**src/rtl/sample_pkg.sv**
```systemverilog
// sample_pkg: shared sample type and I2S timing defaults.
//   sample_t       : packed stereo word {lc, rc}, SAMPLE_W bits per channel
//   I2S_SLOT_WIDTH : default SCLK periods per channel slot
//   I2S_SCLK_DIV   : default clk cycles per SCLK period
package sample_pkg;

    localparam int SAMPLE_W       = 24;
    localparam int I2S_SLOT_WIDTH = 32;
    localparam int I2S_SCLK_DIV   = 4;

    typedef struct packed {
        logic [SAMPLE_W-1:0] lc;
        logic [SAMPLE_W-1:0] rc;
    } sample_t;

    // Position of a bit counter value inside its channel slot.
    function automatic int slot_pos(input int bit_idx, input int slot_width);
        return (bit_idx >= slot_width) ? bit_idx - slot_width : bit_idx;
    endfunction

endpackage

```
**src/rtl/i2s_tx_clk_gen.sv**
```systemverilog
// i2s_clk_gen: SCLK / LRCLK timebase for the I2S transmitter.
//   clk, rst_n   : system clock, async active-low reset
//   sclk_o       : registered bit clock, low for first half of div period
//   lrclk_o      : registered word select, changes only on SCLK falling edge
//   fall_o       : high in the clk before an SCLK falling edge (div wrap)
//   load_o       : high in the clk before the frame boundary (load point)
//   bit_nxt_o    : bit counter value that becomes current at the next edge
// Macro I2S_TX_LJ_EN selects left-justified word-select polarity.
module i2s_clk_gen
    import sample_pkg::*;
#(
    parameter int SLOT_WIDTH = I2S_SLOT_WIDTH,
    parameter int SCLK_DIV   = I2S_SCLK_DIV,
    parameter int BIT_W      = $clog2(2*SLOT_WIDTH)
) (
    input  logic             clk,
    input  logic             rst_n,
    output logic             sclk_o,
    output logic             lrclk_o,
    output logic             fall_o,
    output logic             load_o,
    output logic [BIT_W-1:0] bit_nxt_o
);

    localparam int DIV_W = $clog2(SCLK_DIV);
    localparam logic [DIV_W-1:0] DIV_MAX  = DIV_W'(SCLK_DIV-1);
    localparam logic [DIV_W-1:0] DIV_HALF = DIV_W'(SCLK_DIV/2);
    localparam logic [BIT_W-1:0] BIT_MAX  = BIT_W'(2*SLOT_WIDTH-1);
    localparam logic [BIT_W-1:0] SLOT     = BIT_W'(SLOT_WIDTH);

    logic [DIV_W-1:0] div_q, div_d;
    logic [BIT_W-1:0] bit_q, bit_d;
    logic             sclk_q, sclk_d;
    logic             lr_q, lr_d;
    logic             fall;

    always_comb begin
        fall   = (div_q == DIV_MAX);
        div_d  = fall ? '0 : div_q + 1'b1;
        bit_d  = bit_q;
        lr_d   = lr_q;
        // Explicit wrap: 2*SLOT_WIDTH need not be a power of two.
        if (fall) begin
            bit_d = (bit_q == BIT_MAX) ? '0 : bit_q + 1'b1;
`ifdef I2S_TX_LJ_EN
            lr_d  = (bit_d < SLOT);
`else
            lr_d  = (bit_d >= SLOT);
`endif
        end
        // sclk is registered from the next divider value so its falling
        // edge lines up with the data/word-select update.
        sclk_d = (div_d >= DIV_HALF);
    end

    always_ff @(posedge clk or negedge rst_n) begin
        if (!rst_n) begin
            div_q  <= '0;
            bit_q  <= '0;
            sclk_q <= 1'b0;
            lr_q   <= 1'b0;
        end else begin
            div_q  <= div_d;
            bit_q  <= bit_d;
            sclk_q <= sclk_d;
            lr_q   <= lr_d;
        end
    end

    assign sclk_o    = sclk_q;
    assign lrclk_o   = lr_q;
    assign fall_o    = fall;
    assign load_o    = fall && (bit_q == BIT_MAX);
    assign bit_nxt_o = bit_d;

endmodule

```
**src/rtl/i2s_tx.sv**
```systemverilog
// i2s_tx: stereo sample serializer, Philips I2S (or left-justified when
// macro I2S_TX_LJ_EN is defined).
//   clk, rst_n : system clock, async active-low reset
//   data_i     : stereo sample {lc, rc}, two's complement
//   vld_i      : single-cycle valid for data_i, no backpressure
//   sclk_o     : bit clock (SCLK_DIV clk per period)
//   lrclk_o    : word select, 0 = left (I2S)
//   sdata_o    : serial data, MSB first
//   frame_o    : pulse when a frame is loaded
//   ovf_o      : pulse when a pending sample is overwritten
//   udf_o      : pulse when a frame loads silence (nothing pending)
module i2s_tx
    import sample_pkg::*;
#(
    parameter int DATA_WIDTH = SAMPLE_W,
    parameter int SLOT_WIDTH = I2S_SLOT_WIDTH,
    parameter int SCLK_DIV   = I2S_SCLK_DIV
) (
    input  logic    clk,
    input  logic    rst_n,
    input  sample_t data_i,
    input  logic    vld_i,
    output logic    sclk_o,
    output logic    lrclk_o,
    output logic    sdata_o,
    output logic    frame_o,
    output logic    ovf_o,
    output logic    udf_o
);

    localparam int BIT_W = $clog2(2*SLOT_WIDTH);
    localparam int IDX_W = $clog2(DATA_WIDTH);

    logic             fall, load;
    logic [BIT_W-1:0] bit_nxt;

    sample_t pend_q, pend_d;
    logic    pend_vld_q, pend_vld_d;
    sample_t frame_q, frame_d;
    logic    sdata_q, sdata_d;
    logic    frm_q, frm_d;
    logic    ovf_q, ovf_d;
    logic    udf_q, udf_d;

    logic [SAMPLE_W-1:0] ch;
    int                  b, p;

    i2s_clk_gen #(
        .SLOT_WIDTH (SLOT_WIDTH),
        .SCLK_DIV   (SCLK_DIV),
        .BIT_W      (BIT_W)
    ) u_clk_gen (
        .clk       (clk),
        .rst_n     (rst_n),
        .sclk_o    (sclk_o),
        .lrclk_o   (lrclk_o),
        .fall_o    (fall),
        .load_o    (load),
        .bit_nxt_o (bit_nxt)
    );

    // Pending register and frame load.
    always_comb begin
        pend_d     = pend_q;
        pend_vld_d = pend_vld_q;
        frame_d    = frame_q;
        frm_d      = 1'b0;
        ovf_d      = 1'b0;
        udf_d      = 1'b0;
        if (load) begin
            frm_d = 1'b1;
            if (pend_vld_q) begin
                // Old pending goes out; a coincident sample waits its turn.
                frame_d    = pend_q;
                pend_vld_d = vld_i;
                if (vld_i) pend_d = data_i;
            end else if (vld_i) begin
                frame_d    = data_i;
                pend_vld_d = 1'b0;
            end else begin
                frame_d    = '0;
                udf_d      = 1'b1;
            end
        end else if (vld_i) begin
            pend_d     = data_i;
            pend_vld_d = 1'b1;
            ovf_d      = pend_vld_q;
        end
    end

    // Serial data for the bit that becomes current at the next falling
    // edge. frame_d is used so the first bit of a frame sees new data.
    always_comb begin
        sdata_d = sdata_q;
        b       = int'(bit_nxt);
        p       = slot_pos(b, SLOT_WIDTH);
        ch      = (b >= SLOT_WIDTH) ? frame_d.rc : frame_d.lc;
        if (fall) begin
            sdata_d = 1'b0;
`ifdef I2S_TX_LJ_EN
            if (p < DATA_WIDTH)
                sdata_d = ch[IDX_W'(DATA_WIDTH-1-p)];
`else
            if (p >= 1 && p <= DATA_WIDTH)
                sdata_d = ch[IDX_W'(DATA_WIDTH-p)];
`endif
        end
    end

    always_ff @(posedge clk or negedge rst_n) begin
        if (!rst_n) begin
            pend_q     <= '0;
            pend_vld_q <= 1'b0;
            frame_q    <= '0;
            sdata_q    <= 1'b0;
            frm_q      <= 1'b0;
            ovf_q      <= 1'b0;
            udf_q      <= 1'b0;
        end else begin
            pend_q     <= pend_d;
            pend_vld_q <= pend_vld_d;
            frame_q    <= frame_d;
            sdata_q    <= sdata_d;
            frm_q      <= frm_d;
            ovf_q      <= ovf_d;
            udf_q      <= udf_d;
        end
    end

    assign sdata_o = sdata_q;
    assign frame_o = frm_q;
    assign ovf_o   = ovf_q;
    assign udf_o   = udf_q;

endmodule

```
**config.mk**
```make
export PLATFORM = sky130hd
export DESIGN_NAME = i2s_tx
export DESIGN_NICKNAME = d
export VERILOG_FILES = /design/src/rtl/sample_pkg.sv /design/src/rtl/i2s_tx_clk_gen.sv /design/src/rtl/i2s_tx.sv
export SDC_FILE = /design/constraint.sdc
export NUM_CORES = 1
export LEC_CHECK = 0
export ABC_AREA = 1
export CORE_MARGIN = 8
export CORE_UTILIZATION = 52
export DETAILED_ROUTE_END_ITERATION = 16
export PLACE_DENSITY_LB_ADDON = 0.3
export SLEW_MARGIN = 20
export SYNTH_ARGS = -nofsm -noshare
export SYNTH_HDL_FRONTEND = slang
export SYNTH_SLANG_ARGS = --single-unit
```
**constraint.sdc**
```tcl
create_clock -name clk -period 2.1 [get_ports clk]
set_input_delay 0.21 -clock clk [delete_from_list [all_inputs] [get_ports clk]]
set_output_delay 0.21 -clock clk [all_outputs]
set_load 0.01 [all_outputs]
```
==> summary.txt <==
Worst setup path
  • CP max FO: 6
  • Worst setup EP type: flop
  • CP required: 2390 ps
  • Startpoint Class: flop
  • Critical path arrival: 2420 ps
  • CP Class: flop to flop

Timing
  • Hold Violations, Final: 0
  • Final min period: 2130 ps
  • RSZ-0062 raised after global routing: yes
  • Fin crit share: 1.01
  • Finish-stage setup viols: 1
  • Max Freq: 469 MHz
  • Final worst slack: -30.4 ps
  • Slew Limit Fails: 0
  • Slew @ Worst Pin: 615 ps
  • Slew HR: 0.590
  • Worst Skew: 10.5 ps
  • Final setup TNS: -30.4 ps

Detailed routing
  • WL final: 15.1 mm
  • Via count: 5140
  • Via-to-Cell Ratio: 5.32
  • DR DRC count: 0
  • Routed Antenna Nets: 0
  • WL/cell: 15.6 um
  • TritonRoute pass-1 iters: 5
  • Starting DRC count in detailed routing: 453

Cells and area
  • Commonest non-fill, non-tap cell in the layout: nand2_1
  • Final core occ: 0.663
  • Area growth syn-to-layout: 25.7%
  • Layout cells sized above 1: 0.153
  • Diode count: 0
  • Nets@finish: 876
  • Most frequent cells in the layout: nand2_1, dfrtp_1, o21ai_0

GRT
  • Vias in the first global route: 5135
  • Remaining Overflow, GRT: 0
  • Tot GR Track Use: 0.216
  • First-pass GRT wire length: 25.1 mm
  • Largest net degree at the start of global routing: 111
  • Initial antenna violation count: 0

Placed design
  • Routability cong.: 0.845
  • PortBufs: 56
  • HPWL Detailed: 9.93 mm

Floorplan
  • Row cnt: 38
  • Initial core utilization: 0.527
  • Die Wd: 120 um
  • Die height: 120 um
  • Ports: 57
  • Die area: 0.0145 mm2
  • CORE AREA: 0.0107 mm2

CTS
  • CTS tree: done
  • Clock sink total: 110
  • Skew-Pair Late Insertion Delay: 390 ps
  • Clock transition at path regs: 100 ps
  • CTS HTree Levels: 3
  • TritonCTS Buffers: 9
  • Clock root buffer: clkbuf_8
  • CTS Buffer Depth: 2

Yosys
  • Mean Syn Cell Area: 7.68 um2
  • Ys Warns: 0
  • Top_reg_cell synth: dfrtp_1
  • Synthesized flop and latch total: 110
  • Synth cell types: 32
  • Synth area leaders: dfrtp_1, nand2_1, o21ai_0
  • Cells after synthesis: 738
  • Proportion of netlist area held by the largest area contributor: 0.486
  • Syn Nets: 793
  • Netlist Area Pre-Place: 0.00567 mm2
  • Seq/Total Area, Yosys: 0.486
  • Largest area contributor in the netlist: dfrtp_1
  • Post-synth EDFFs: 0
  • Async set or reset register ratio after synthesis: 1.00

Status
  • Status: complete, but fails checks
  • Violations in the final reports: negative setup slack

Power and ir drop
  • PnR Total Power: 3840 uW
  • Maximum VDD drop: 0.000377 V
  • PwrDens: 539 mW/mm2
  • Leakage: 0.00366 uW

Job
  • Max-cap violations: 0

Min path
  • Hold/Removal Path Class: input pin to flop
[area by class of cell]
cell class              count  area [um2]
clock buffers              12         155
clock inverters             4        30.0
fillers                   894        3630
inverters                  83         324
multi-input cells         503        2520
flip-flops and latches    110        2750
well taps                 140         175
repair buffers            114        1160
[cells by family (layout without fill, tap and decap cells)]
logic type                 count (synthesis)  after routing  share of synthesized area
AOI/OAI and AO/OA                        141            141                      0.133
DFF                                      110            110                      0.486
adders and majority gates                  4              4                    0.00883
xor gates and xnor gates                   3              3                    0.00464
buffers and inverters                    125            213                      0.103
and+or+nand+nor                          355            355                      0.265
[per-layer routing]
metal  GRT usage  wire (um)  vias up
met3      0.0559        902       24
met5           0          0        -
met4      0.0788        299        0
met2       0.363       7360      160
li1            -          -     2485
met1       0.263       6540     2471
[power by group]
group / internal, uW / switching [uW] / total [uW] / leakage (uW)
Combinational: 164 / 189 / 353 / 0.00223
Clock: 502 / 740 / 1240 / 0.0000930
Sequential: 2200 / 44.5 / 2240 / 0.00133
[worst paths after layout]
kind,startpoint,to,slack (ps),depth (start not counted)
setup reg to reg,u_clk_gen.bit_q[1],sdata_o,-30,16
min in group asynchronous,rst_n,pend_q[47],410,3
setup / recovery,u_clk_gen.bit_q[1],sdata_o,-30,16
hold reg to reg,u_clk_gen.div_q[0],u_clk_gen.div_q[0],470,1
hold / removal,data_i[27],pend_q[27],380,3
max in group asynchronous,rst_n,u_clk_gen.bit_q[3],1200,3
[per-stage QoR]
step / worst slack (ps) / hold slack, ps / cells / area, um2
2_1_floorplan: 10.2 / -85.6 / 738 / 5730
3_3_place_gp: -85.8 / 338 / 935 / 6640
3_5_place_dp: -122 / 341 / 935 / 6640
4_1_cts: 3.40 / 367 / 963 / 7040
5_1_grt: -187 / 375 / 966 / 7120
6_report: -30.4 / 383 / 966 / 7120
[cells in the mapped netlist, types with 2 or more instances]
| master | instances |
|---|---|
| nand2_1 | 245 |
| dfrtp_1 | 110 |
| o21ai_0 | 85 |
| inv_1 | 79 |
| nand3_1 | 53 |
| nor2_1 | 30 |
| buf_2 | 22 |
| a21oi_1 | 21 |
| o21ai_1 | 17 |
| o21a_1 | 11 |
| or2_2 | 10 |
| buf_6 | 9 |
| clkbuf_1 | 7 |
| buf_4 | 4 |
| ha_1 | 4 |
| inv_2 | 3 |
| nor2_2 | 3 |
| nor3_1 | 3 |
| o211ai_1 | 3 |
| a21boi_1 | 2 |
| nand2_2 | 2 |
| nand2_4 | 2 |
| nand3_2 | 2 |
| nor2_4 | 2 |
| xor2_1 | 2 |
[critical path: stages, from the launching register on]
cell and delay, ps:
dfrtp_1 410, ha_4 190, nand2_4 70, nor2_4 160, nand2_8 120, buf_6 160
nand2_1 100, a21boi_4 220, nand2_2 70, o21ai_2 60, nand2_1 70, nand3_1 90
nand3_1 80, nand3_1 80, nand2_1 50, nand2_1 60, nand2_1 40
[state kept, by name, indices dropped and copies added, names as in the netlist]
name,flops
udf_o,1
pend_vld_q,1
frame_q,48
u_clk_gen.bit_q,6
u_clk_gen.div_q,2
pend_q,48
ovf_o,1
sdata_o,1
frame_o,1
u_clk_gen.lrclk_o,1
[repair_timing]
item                                    CTS  global route
endpoints found under the setup margin    1            43
gates cloned                              1             0
gates resized for setup                  24            18
endpoints found under the hold margin   110             0
setup buffers                            10             3
hold buffers                              1             0
pin swaps                                 9             6
Note: power is estimated with default switching activity, not from simulation.
